--- src/rtl/seq_reco_pkg.sv ---
// Shared types and helpers for the seq_reco_mc recorrelator.
// Optional macro SEQ_RECO_STATS_EN enables the per-lane saturation counters.
package seq_reco_pkg;

    localparam int STAT_W = 16;
    // Wide enough for any practical DEPTH; occ exposes only the low SW bits.
    localparam int CNT_W  = 8;

    typedef struct packed {
        logic [CNT_W-1:0] cnt;
        logic             sign;   // 1: pending ones sit on the a side
        logic             lmode;
    } lane_state_t;

    function automatic int reco_sw(input int depth);
        return $clog2(depth + 1);
    endfunction

endpackage

--- src/rtl/seq_reco_mc_if.sv ---
// Bus between a stream source/sink and seq_reco_mc.
// Optional macro SEQ_RECO_STATS_EN adds the sat_cnt bundle.
interface seq_reco_mc_if import seq_reco_pkg::*; #(
    parameter int NCH   = 4,
    parameter int DEPTH = 4
);
    localparam int SW = reco_sw(DEPTH);

    logic              en;
    logic              clr;
    logic              mode;
    logic [NCH-1:0]    x;
    logic [NCH-1:0]    y;
    logic [NCH-1:0]    x_reco_r;
    logic [NCH-1:0]    y_reco_r;
    logic [NCH*SW-1:0] occ;
    logic [NCH-1:0]    full;
`ifdef SEQ_RECO_STATS_EN
    logic [NCH*STAT_W-1:0] sat_cnt;
`endif

    modport master (
        output en, clr, mode, x, y,
        input  x_reco_r, y_reco_r, occ, full
`ifdef SEQ_RECO_STATS_EN
        , input sat_cnt
`endif
    );

    modport slave (
        input  en, clr, mode, x, y,
        output x_reco_r, y_reco_r, occ, full
`ifdef SEQ_RECO_STATS_EN
        , output sat_cnt
`endif
    );

endinterface

--- src/rtl/seq_reco_lane.sv ---
// One recorrelator lane: pairing core, mode latch, output flops.
// Optional macro SEQ_RECO_STATS_EN adds a saturating saturation-event counter.
module seq_reco_lane import seq_reco_pkg::*; #(
    parameter  int DEPTH = 4,
    localparam int SW    = reco_sw(DEPTH)
) (
    input  logic          clk,
    input  logic          rst_n,
    input  logic          en_i,
    input  logic          clr_i,
    input  logic          mode_i,
    input  logic          x_i,
    input  logic          y_i,
    output logic          x_reco_o,
    output logic          y_reco_o,
    output logic [SW-1:0] occ_o,
    output logic          full_o
`ifdef SEQ_RECO_STATS_EN
    , output logic [STAT_W-1:0] sat_cnt_o
`endif
);

    localparam logic [CNT_W-1:0] DEPTH_C = CNT_W'(DEPTH);
    localparam logic [CNT_W-1:0] ONE_C   = CNT_W'(1);

    lane_state_t st_q, st_d;
    logic        xr_q, xr_d, yr_q, yr_d;
    logic        lm, a, b, oa, ob;

    always_comb begin
        st_d = st_q;
        xr_d = x_i;
        yr_d = y_i;
        lm   = st_q.lmode;
        a    = x_i;
        b    = y_i;
        oa   = x_i;
        ob   = y_i;
        if (clr_i) begin
            st_d.cnt   = '0;
            st_d.sign  = 1'b0;
            st_d.lmode = mode_i;
        end else if (en_i) begin
            // Mode may only change while nothing is pending in this lane.
            lm         = (st_q.cnt == '0) ? mode_i : st_q.lmode;
            st_d.lmode = lm;
            a          = x_i;
            b          = y_i ^ lm;
            oa         = a;
            ob         = b;
            if (a != b) begin
                if (st_q.cnt == '0) begin
                    oa        = 1'b0;
                    ob        = 1'b0;
                    st_d.cnt  = ONE_C;
                    st_d.sign = a;
                end else if (st_q.sign ? b : a) begin
                    oa       = 1'b1;
                    ob       = 1'b1;
                    st_d.cnt = st_q.cnt - ONE_C;
                end else if (st_q.cnt < DEPTH_C) begin
                    oa       = 1'b0;
                    ob       = 1'b0;
                    st_d.cnt = st_q.cnt + ONE_C;
                end
            end
            xr_d = oa;
            yr_d = ob ^ lm;
        end
    end

    always_ff @(posedge clk or negedge rst_n) begin
        if (!rst_n) begin
            st_q <= '0;
            xr_q <= 1'b0;
            yr_q <= 1'b0;
        end else begin
            st_q <= st_d;
            xr_q <= xr_d;
            yr_q <= yr_d;
        end
    end

    assign x_reco_o = xr_q;
    assign y_reco_o = yr_q;
    assign occ_o    = st_q.cnt[SW-1:0];
    assign full_o   = (st_q.cnt == DEPTH_C);

`ifdef SEQ_RECO_STATS_EN
    logic              sat_hit;
    logic [STAT_W-1:0] sat_q, sat_d;

    // Unpaired arrival on the already-full side: the bit passes through unpaired.
    assign sat_hit = en_i && !clr_i && (a != b) && (st_q.cnt == DEPTH_C)
                     && !(st_q.sign ? b : a);

    always_comb begin
        sat_d = sat_q;
        if (clr_i)
            sat_d = '0;
        else if (sat_hit && (sat_q != '1))
            sat_d = sat_q + STAT_W'(1);
    end

    always_ff @(posedge clk or negedge rst_n) begin
        if (!rst_n) sat_q <= '0;
        else        sat_q <= sat_d;
    end

    assign sat_cnt_o = sat_q;
`endif

endmodule

--- src/rtl/seq_reco_mc.sv ---
// Multi-lane sequential recorrelator: NCH independent lanes, slicing only.
// Optional macro SEQ_RECO_STATS_EN exposes per-lane saturation counters.
module seq_reco_mc import seq_reco_pkg::*; #(
    parameter int NCH   = 4,
    parameter int DEPTH = 4
) (
    input logic          clk,
    input logic          rst_n,
    seq_reco_mc_if.slave bus
);

    localparam int SW = reco_sw(DEPTH);

    logic [NCH-1:0]    xr, yr, full;
    logic [NCH*SW-1:0] occ;
`ifdef SEQ_RECO_STATS_EN
    logic [NCH*STAT_W-1:0] sat;
`endif

    for (genvar i = 0; i < NCH; i++) begin : g_lane
        seq_reco_lane #(.DEPTH(DEPTH)) u_lane (
            .clk      (clk),
            .rst_n    (rst_n),
            .en_i     (bus.en),
            .clr_i    (bus.clr),
            .mode_i   (bus.mode),
            .x_i      (bus.x[i]),
            .y_i      (bus.y[i]),
            .x_reco_o (xr[i]),
            .y_reco_o (yr[i]),
            .occ_o    (occ[i*SW +: SW]),
            .full_o   (full[i])
`ifdef SEQ_RECO_STATS_EN
            , .sat_cnt_o (sat[i*STAT_W +: STAT_W])
`endif
        );
    end

    assign bus.x_reco_r = xr;
    assign bus.y_reco_r = yr;
    assign bus.occ      = occ;
    assign bus.full     = full;
`ifdef SEQ_RECO_STATS_EN
    assign bus.sat_cnt  = sat;
`endif

endmodule

--- src/flat_wrapper.sv ---
// flat-port wrapper written by rule: the top's interface ports become plain ports
module seq_reco_mc_flat import seq_reco_pkg::*;
#(
    parameter int NCH   = 4,
    parameter int DEPTH = 4
)
  (clk, rst_n, bus_en, bus_clr, bus_mode, bus_x, bus_y, bus_x_reco_r, bus_y_reco_r, bus_occ, bus_full);
  seq_reco_mc_if #(.NCH(NCH), .DEPTH(DEPTH)) bus_i ();
  input logic clk;
  input logic rst_n;
  input wire logic [$bits(bus_i.en)-1:0] bus_en;
  input wire logic [$bits(bus_i.clr)-1:0] bus_clr;
  input wire logic [$bits(bus_i.mode)-1:0] bus_mode;
  input wire logic [$bits(bus_i.x)-1:0] bus_x;
  input wire logic [$bits(bus_i.y)-1:0] bus_y;
  output wire logic [$bits(bus_i.x_reco_r)-1:0] bus_x_reco_r;
  output wire logic [$bits(bus_i.y_reco_r)-1:0] bus_y_reco_r;
  output wire logic [$bits(bus_i.occ)-1:0] bus_occ;
  output wire logic [$bits(bus_i.full)-1:0] bus_full;
  assign bus_i.en = bus_en;
  assign bus_i.clr = bus_clr;
  assign bus_i.mode = bus_mode;
  assign bus_i.x = bus_x;
  assign bus_i.y = bus_y;
  assign bus_x_reco_r = bus_i.x_reco_r;
  assign bus_y_reco_r = bus_i.y_reco_r;
  assign bus_occ = bus_i.occ;
  assign bus_full = bus_i.full;
  seq_reco_mc #(.NCH(NCH), .DEPTH(DEPTH)) u_core (.clk(clk), .rst_n(rst_n), .bus(bus_i));
endmodule
--- config.mk ---
export PLATFORM = sky130hd
export DESIGN_NAME = seq_reco_mc_flat
export DESIGN_NICKNAME = d
export VERILOG_FILES = /design/src/rtl/seq_reco_pkg.sv /design/src/rtl/seq_reco_mc_if.sv /design/src/rtl/seq_reco_lane.sv /design/src/rtl/seq_reco_mc.sv /design/src/flat_wrapper.sv
export SDC_FILE = /design/constraint.sdc
export NUM_CORES = 1
export LEC_CHECK = 0
export ABC_AREA = 0
export CAP_MARGIN = 20
export CORE_ASPECT_RATIO = 0.7
export CORE_MARGIN = 10
export CORE_UTILIZATION = 54
export DETAILED_ROUTE_END_ITERATION = 10
export PLACE_DENSITY = 0.81
export SYNTH_ARGS = -nofsm -noshare
export SYNTH_HDL_FRONTEND = slang
export SYNTH_SLANG_ARGS = --single-unit
--- constraint.sdc ---
create_clock -name clk -period 2.9 [get_ports clk]
set_input_delay 0.435 -clock clk [delete_from_list [all_inputs] [get_ports clk]]
set_output_delay 0.435 -clock clk [all_outputs]
set_load 0.02 [all_outputs]
**Word level (Yosys, flattened, before mapping)**

Index checks and enable logic that the tools add are counted.

- Register bits after elaboration: 48
- Latch bits: 0
- RAM bits: 0
- ROM bits: 0
- Output and inout bits: 24
- Memories kept: 0

- Add/sub/neg operators: 8
- $mul: 0
- Divide/modulo/power cells: 0
- $lt $le $gt $ge: 4
- Equal/unequal tests: 8
- Shifts and indexed selects: 0
- Muxes and demuxes: 92
- Bitwise gates (word level): 8
- Reductions and logical operators: 25

Operator list:

| operator | count |
|---|---|
| 8-bit 2-to-1 mux | 12 |
| 10-bit 2-to-1 mux | 8 |
| 1-bit 2-to-1 mux | 68 |
| 9-bit 2-to-1 mux | 4 |
| 8-bit by 1-bit adder with 8-bit output, second input constant | 4 |
| 8-bit by 3-bit == test with 1-bit output, second input constant | 4 |
| 8-bit logical NOT | 4 |
| 8-bit by 3-bit less-than comparator with 1-bit output, second input constant | 4 |
| 8-bit by 1-bit subtractor with 8-bit output, second input constant | 4 |
| 3-bit AND reduction | 8 |
| 2-bit nonzero test | 9 |
| 4-bit nonzero test | 4 |
| 1-bit XOR | 8 |
| 1-bit inequality test | 4 |

**Longest topological paths before layout**

Gate-level depths: netlist of run 1.

- Depth in word-level cells: 12
- Depth in mapped cells: 12
- Mapped depth without buffers: 11

**Modules after synthesis**

Synthesis of run 1 repeated with hierarchy kept, for this count alone.

- Cell total of the unflattened synthesis: 496
- Area total of the unflattened synthesis: 4371.7 µm²

Modules (own cells, without submodules):

| module | instances | cells an instance | area each (µm²) | seq. area each (µm²) |
|---|---|---|---|---|
| seq_reco_lane (u_core.g_lane[1].u_lane ...) | 2 | 124 | 1089.8 | 300.3 |
| seq_reco_lane (u_core.g_lane[0].u_lane) | 1 | 125 | 1099.8 | 300.3 |
| seq_reco_lane (u_core.g_lane[3].u_lane) | 1 | 123 | 1092.3 | 300.3 |

**Worst setup path after synthesis of run 1**

Ideal clock, no wire load.

- Path type: register to register
- From: reg u_core.g_lane[2].u_lane.st_q, in the netlist u_core.g_lane[2].u_lane.occ_o[0]
- To: reg u_core.g_lane[2].u_lane.st_q[8] in the netlist's numbering
- Library setup time: 0.122 ns
- Arrival: 2.976 ns
- Required time: 2.778 ns
- Setup slack: -0.198 ns
- Cell stages (with the launch flop): 11
- Clock period less this slack: 3.098 ns
- Cell sequence: dfrtp_1 > or4_1 > a2111o_1 > nand3_1 > ha_1 > nor2b_1 > o21ai_0 > a21boi_0 > o21a_1 > or3_1 > a32o_1

- Cells in the longest elaborated chain, start to end: 9

Ends and longest elaborated chain:

| what | RTL line | RTL |
|---|---|---|
| start: declaration | seq_reco_lane.sv:26 | `lane_state_t st_q, st_d;` |
| start signal: assignment | seq_reco_lane.sv:78 | `st_q <= st_d;` |
| parallel branches: the longest is 9 deep, another holds 8-bit by 1-bit adder with 8-bit output | -- |  |

Several ways; the timed one is not identified. The select of a mux whose other input is x is not followed.
A chain may end at the register's enable or synchronous reset.

**Worst setup path after layout of run 1**

- From: reg u_core.g_lane[1].u_lane.st_q, in the netlist u_core.g_lane[1].u_lane.occ_o[1]
- To: reg u_core.g_lane[1].u_lane.st_q[9] in the netlist's numbering

- Cells in the longest elaborated chain, start to end: 9

Ends and longest elaborated chain:

| what | RTL line |
|---|---|
| start: declaration | seq_reco_lane.sv:26 |
| start signal: assignment | seq_reco_lane.sv:78 |
| parallel branches: the longest is 9 deep, another holds 8-bit by 1-bit adder with 8-bit output | -- |

Several ways; the timed one is not identified. The select of a mux whose other input is x is not followed.

==> results of run 1 <==
[repair_timing]
item                       in CTS  in global routing
gates resized for setup        19                 69
setup endpoints to repair      11                 11
pin swaps                      23                 37
buffers inserted                7                  9
[sequential cells by signal, summed over array words and instances, names as in the netlist]
register                       count
u_core.g_lane.u_lane.x_reco_o      4
u_core.g_lane.u_lane.occ_o        12
u_core.g_lane.u_lane.y_reco_o      4
u_core.g_lane.u_lane.st_q         28
[area by class of cell]
type	count	share of cell area, %
multi-input combinational	381	53.08
clock buffer	5	2.047
timing repair buffer	156	20.78
clock inverter	3	0.6960
sequential	48	19.67
tap	101	2.068
inverter	27	1.658
[layout by cell type (no fill, tap or decap), drive strengths merged, types with 5 or more instances in the layout]
cell type        n
nor2b           13
or4              9
dfrtp           48
nand2b           7
nor3            16
clkbuf           5
nand2           26
a22o            14
xnor2           14
and3             6
clkdlybuf4s50   31
mux2i            5
xor2             6
buf            121
a211oi           8
mux2             5
o211ai          11
ha              24
nor2            42
o21ai           41
a21o             6
or2              6
nand3           11
a21oi           28
nor4             8
o21a             6
or3              5
o2bb2ai          7
inv             27
[worst max path at each step]
stage | from | endpoint | slack [ps] | cells after the start
after floorplan | u_core.g_lane[3].u_lane.occ_o[2] | u_core.g_lane[3].u_lane.st_q[8] | -5 | 10
after global placement | bus_mode | u_core.g_lane[3].u_lane.st_q[9] | -440 | 12
after detailed placement | bus_mode | u_core.g_lane[3].u_lane.st_q[9] | -560 | 12
after CTS | u_core.g_lane[3].u_lane.occ_o[0] | u_core.g_lane[3].u_lane.st_q[8] | -30 | 10
after global routing | u_core.g_lane[3].u_lane.st_q[8] | u_core.g_lane[3].u_lane.st_q[9] | -180 | 11
final | u_core.g_lane[1].u_lane.occ_o[1] | u_core.g_lane[1].u_lane.st_q[9] | -50 | 10
[per-layer routing]
metal  vias up  share of wire, %  track usage (%)
li1       2078                 -                -
met4         0               3.0            4.820
met5         -                 0                0
met1      2248                40            26.22
met2       260                48            35.81
met3        63               8.6            4.477
[cells by family after synthesis]
| kind of cell | synth area share, % |
|---|---|
| adder cells (fa/ha/maj) | 8.866 |
| flip-flops | 28.00 |
| multiplexers | 2.479 |
| AO/OA/AOI/OAI | 26.54 |
| AND/OR/NAND/NOR | 21.64 |
| buffers and inverters | 8.399 |
| XOR/XNOR | 4.083 |
[worst reg2reg max path, delay by kind of cell, from the launching register on]
family | cells | cell delay (ps)
buffers and inverters | 1 | 180
DFF | 1 | 380
and+or+nand+nor | 2 | 720
adders and majority gates | 1 | 240
AOI/OAI and AO/OA | 6 | 1330
[power groups by stage]
stage               registers, µW  logic, µW  clock network, µW
floorplan                    1180       3960                  0
global placement             1080       5860                  0
detailed placement           1110       6070                  0
CTS                          1100       6320                685
global route                 1140       7750                713
finish                       1120       7220                690
[per-stage QoR]
| stage | TNS, ps | total power (µW) |
|---|---|---|
| finish | -289.6 | 9037 |
| global route | -1109 | 9600 |
| detailed placement | -5925 | 7179 |
| global placement | -4284 | 6939 |
| floorplan | -5.456 | 5138 |
| CTS | -47.24 | 8101 |
==> flow_summary.json, run 1 <==
{
  "yosysMostFrequentCell": "dfrtp_1",
  "synth_common_cells": "dfrtp_1, nor2_1, o21ai_0",
  "p_int_uw": 4772,
  "fin_skew_ps": 10.40,
  "crit_path_end_kind": "flop",
  "multiInputGateArea_um2": 3244,
  "viasPerCell": 6.448,
  "pwr-share-clk_pct": 7.6,
  "report.final.setup_viol": 9,
  "slowest_stage": "or4_4",
  "fp.dieH_um": 94.58,
  "cap_violations": 0,
  "htreeDepth": 2,
  "switchingPower_uw": 4265,
  "grtUsageTotal_pct": 20.79,
  "required_ps": 3110,
  "crit_buf_inv": 1,
  "syn_inst": 494,
  "r2r.worst_path.cells": 10,
  "drive_gt1_share_pct": 38.06,
  "violations": "negative setup slack",
  "pwr-share-seq_pct": 12.4,
  "fmax_mhz": 338.7,
  "yosysSeqAreaShare_pct": 28.00,
  "wl_per_cell_um": 19.96,
  "synth_top_area_cell": "dfrtp_1",
  "tritoncts": "built",
  "area_growth_pct": 42.46,
  "synth_edf_count": 0,
  "min_period_ps": 2953,
  "layout.cells.non_filler": 721,
  "initialDrtViolationCount": 549,
  "reg2reg_from": "u_core.g_lane[1].u_lane.occ_o[1]",
  "min_path_type": "in -> async",
  "yosysWarnings": 0,
  "dp_cells": 698,
  "cp_data_arrival_time_ps": 3160,
  "regArea_um2": 1202,
  "drt-total-wl_um": 14390,
  "path_delay_family": "compound AO/OA/AOI/OAI gates",
  "vias": 4649,
  "dieArea_um2": 11970,
  "overflow": 0,
  "fillers": 487,
  "dp_hpwl_um": 9437,
  "dpl_cell_area_um2": 5408,
  "coreArea_um2": 7804,
  "ys_seq_elements": 48,
  "syn-num-nets": 535,
  "synth.area.top_cells": "dfrtp_1, ha_1, o21ai_0",
  "tightest_slew_ps": 521.1,
  "cts.sinks": 48,
  "period_share_pct": 101.8,
  "outcome": "finished, violations left",
  "postRouteAntennaNets": 0,
  "start_util_pct": 54.98,
  "final_util_pct": 78.32,
  "grt_setup_unrepaired": "true",
  "clk_latency_ps": 300,
  "synth.avg_cell_area_um2": 8.685,
  "hold-worst-slack_ps": 64.43,
  "grt_max_degree": 18,
  "maxSlewHeadroom_pct": 65.13,
  "critPathMaxFanout": 4,
  "die_w_um": 126.5,
  "hold_buffers": 0,
  "cellLeakagePower_uw": 0.002733,
  "first_pass_iters": 5,
  "startpoint_type": "flop",
  "place.gp.congestion": 0.9499,
  "netSwitchingFraction_pct": 47.19,
  "grt_pass1_wl_um": 21090,
  "clk_pin_slew_ps": 70,
  "root_buffer": "clkbuf_16",
  "crit_chain": "or4_4 > o221ai_4 > nand3_4 > buf_6 > ha_4 > o21ai_0 > o21ai_2 > a21o_1 > a211o_1 > o211ai_1",
  "drc_errors": 0,
  "fin_nets": 660,
  "numCtsBuffers": 5,
  "synth_top_flop_cell": "dfrtp_1",
  "synth_top_cell_area_share_pct": 28.00,
  "grt_pass1_vias": 4434,
  "antenna_cells": 0,
  "reg2reg_slack_ps": -50,
  "path_class": "reg -> reg",
  "async_reset_ff_share_pct": 100.0,
  "cpPeakStageDelay_ps": 560,
  "maxSlewViolCount": 0,
  "rows": 27,
  "syn_area_um2": 4290,
  "worst_slack_ps": -52.85,
  "ios": 37,
  "pre_cts_ws_ps": -562.1,
  "cts_buffer_depth": 2,
  "ir_worst_vdd_v": 0.0008273,
  "design_area_um2": 6112,
  "antenna_found_initial": 0,
  "hold_violations": 0,
  "pwr-share-comb_pct": 79.9,
  "synthDistinctLibCells": 71,
  "powerDensity_nw_per_um2": 1479,
  "numPortBuffers": 36,
  "reg2reg_to": "u_core.g_lane[1].u_lane.st_q[9]"
}
(Power assumes the default switching activity.)
==> run 2, diff against run 1 <==
--- a/config.mk
+++ b/config.mk
@@ -9,9 +9,9 @@
 export CAP_MARGIN = 20
 export CORE_ASPECT_RATIO = 0.7
 export CORE_MARGIN = 10
-export CORE_UTILIZATION = 54
+export CORE_UTILIZATION = 43
 export DETAILED_ROUTE_END_ITERATION = 10
-export PLACE_DENSITY = 0.81
+export PLACE_DENSITY = 0.68
 export SYNTH_ARGS = -nofsm -noshare
 export SYNTH_HDL_FRONTEND = slang
 export SYNTH_SLANG_ARGS = --single-unit
==> run 2 against run 1 <==
The flow now finishes without violations. Critical endpoint is now u_core.g_lane[2].u_lane.st_q[8]. Sequential cell count unchanged. Worst setup slack better by 59 ps. Die area increased by 21%. Critical path depth did not move. Clock skew shrank 2.4 ps.
==> flow_summary.json, run 2 (synthesized netlist as in run 1, its figures left out) <==
{
  "root_buffer": "clkbuf_16",
  "fmax_mhz": 345.5,
  "wl_per_cell_um": 16.51,
  "cellLeakagePower_uw": 0.002705,
  "grt_pass1_vias": 4081,
  "worst_slack_ps": 5.746,
  "maxSlewHeadroom_pct": 64.25,
  "slowest_stage": "or4_4",
  "final_util_pct": 61.36,
  "area_growth_pct": 39.05,
  "pwr-share-seq_pct": 13.1,
  "crit_path_end_kind": "flop",
  "antenna_cells": 0,
  "layout.cells.non_filler": 751,
  "initialDrtViolationCount": 337,
  "overflow": 0,
  "layout_commonest_cell": "buf_4",
  "cap_violations": 0,
  "drc_errors": 0,
  "ios": 37,
  "report.final.setup_viol": 0,
  "ir_worst_vdd_v": 0.0004405,
  "dp_cells": 732,
  "coreArea_um2": 9722,
  "cpPeakStageDelay_ps": 540,
  "tritoncts": "built",
  "largest_register_ff_count": 28,
  "mostFrequentLayoutCells": "buf_4, dfrtp_1, nor2_1",
  "die_w_um": 139.4,
  "powerDensity_nw_per_um2": 1395,
  "critPathMaxFanout": 5,
  "numCtsBuffers": 5,
  "timing.setup.tns_ps": 0,
  "cts_buffer_depth": 2,
  "pre_cts_ws_ps": -571.6,
  "grtUsageTotal_pct": 16.02,
  "htreeDepth": 2,
  "finalPower_uw": 8322,
  "fin_skew_ps": 8.041,
  "period_share_pct": 99.80,
  "cp_data_arrival_time_ps": 3080,
  "tightest_slew_ps": 531.7,
  "outcome": "completed",
  "drive_gt1_share_pct": 34.19,
  "start_util_pct": 44.13,
  "vias": 4274,
  "min_period_ps": 2894,
  "cts.sinks": 48,
  "path_class": "reg -> reg",
  "switchingPower_uw": 3817,
  "dieArea_um2": 14440,
  "netSwitchingFraction_pct": 45.86,
  "clk_latency_ps": 290,
  "first_pass_iters": 5,
  "crit_buf_inv": 0,
  "dp_hpwl_um": 9157,
  "startpoint_type": "flop",
  "rows": 30,
  "pwr-share-comb_pct": 79.8,
  "fp.dieH_um": 103.6,
  "r2r.worst_path.cells": 10,
  "fillers": 820,
  "viasPerCell": 5.691,
  "path_delay_family": "simple AND/OR/NAND/NOR gates",
  "grt_setup_unrepaired": "true",
  "place.gp.congestion": 0.8878,
  "crit_chain": "or4_4 > a2111o_1 > nand3_4 > ha_4 > nor2b_4 > o21ai_2 > a21boi_2 > o21a_1 > or3_1 > a32o_1",
  "fin_nets": 663,
  "antenna_found_initial": 1,
  "numPortBuffers": 36,
  "hold_violations": 0,
  "required_ps": 3080,
  "maxSlewViolCount": 0,
  "clk_pin_slew_ps": 70,
  "min_path_type": "in -> async",
  "p_int_uw": 4505,
  "path_depth": 10,
  "drt-total-wl_um": 12400,
  "pwr-share-clk_pct": 7.1,
  "largest-register": "u_core.g_lane.u_lane.st_q",
  "grt_pass1_wl_um": 19910,
  "grt_max_degree": 24,
  "postRouteAntennaNets": 0
}
run 2: changes by cell type in the layout (fill, tap and decap cells not counted), moves of 4 or more:
cell | before | now
ha_4 | 14 | 10
buf_4 | 117 | 121
ha_1 | 9 | 14
nor2b_1 | 5 | 9
run 2: worst paths after layout:
check | end | slack [ps] | from
worst max-delay path | u_core.g_lane[2].u_lane.st_q[8] | 6 | u_core.g_lane[2].u_lane.st_q[6]
max in group asynchronous | u_core.g_lane[0].u_lane.occ_o[2] | 1810 | rst_n
worst min register to register | u_core.g_lane[3].u_lane.st_q[0] | 570 | u_core.g_lane[3].u_lane.st_q[0]
worst min-delay path | u_core.g_lane[1].u_lane.st_q[6] | 500 | rst_n
worst max register to register | u_core.g_lane[2].u_lane.st_q[8] | 6 | u_core.g_lane[2].u_lane.st_q[6]
min in group clk | u_core.g_lane[3].u_lane.st_q[0] | 570 | u_core.g_lane[3].u_lane.st_q[0]
run 2: final cells by class:
type                            instances  area [µm²]  share of cell area, %
Tap cell                              128       160.2                  2.685
Sequential cell                        48        1202                  20.16
Multi-Input combinational cell        381        3075                  51.55
Timing Repair Buffer                  159        1285                  21.54
Clock inverter                          2       12.51                 0.2097
Clock buffer                            6       128.9                  2.160
Inverter                               27       101.3                  1.699
run 2: what timing repair did:
action / in CTS / in global routing
hold endpoints to repair: 6 / 0
gates resized for setup: 20 / 33
hold buffers: 1 / 0
endpoints found under the setup margin: 11 / 10
pin swaps: 13 / 37
buffers inserted: 5 / 5
run 2: stage by stage:
| stage | hold slack (ps) | instance area [µm²] |
|---|---|---|
| 2_1_floorplan | 139.4 | 4397 |
| 3_3_place_gp | 284.6 | 5494 |
| 3_5_place_dp | 289.5 | 5494 |
| 4_1_cts | 499.7 | 5748 |
| 5_1_grt | 526.4 | 5966 |
| 6_report | 496.7 | 5966 |
run 2: routing by layer:
metal	vias to the layer above	part of all wire, %	routed length (µm)	global-route usage (%)
met5	-	0.056	7	0
met4	2	1.2	146	3.789
met3	19	5.4	667	3.467
met2	107	47	5775	25.20
met1	2068	47	5801	21.75
li1	2078	-	-	-
run 2: power groups by stage:
stage	logic, µW	registers (µW)	clock network (µW)
3_5_place_dp	6090	1090	0
2_1_floorplan	3960	1180	0
6_report	6640	1090	594
3_3_place_gp	5920	1080	0
4_1_cts	6270	1080	610
5_1_grt	7210	1130	633
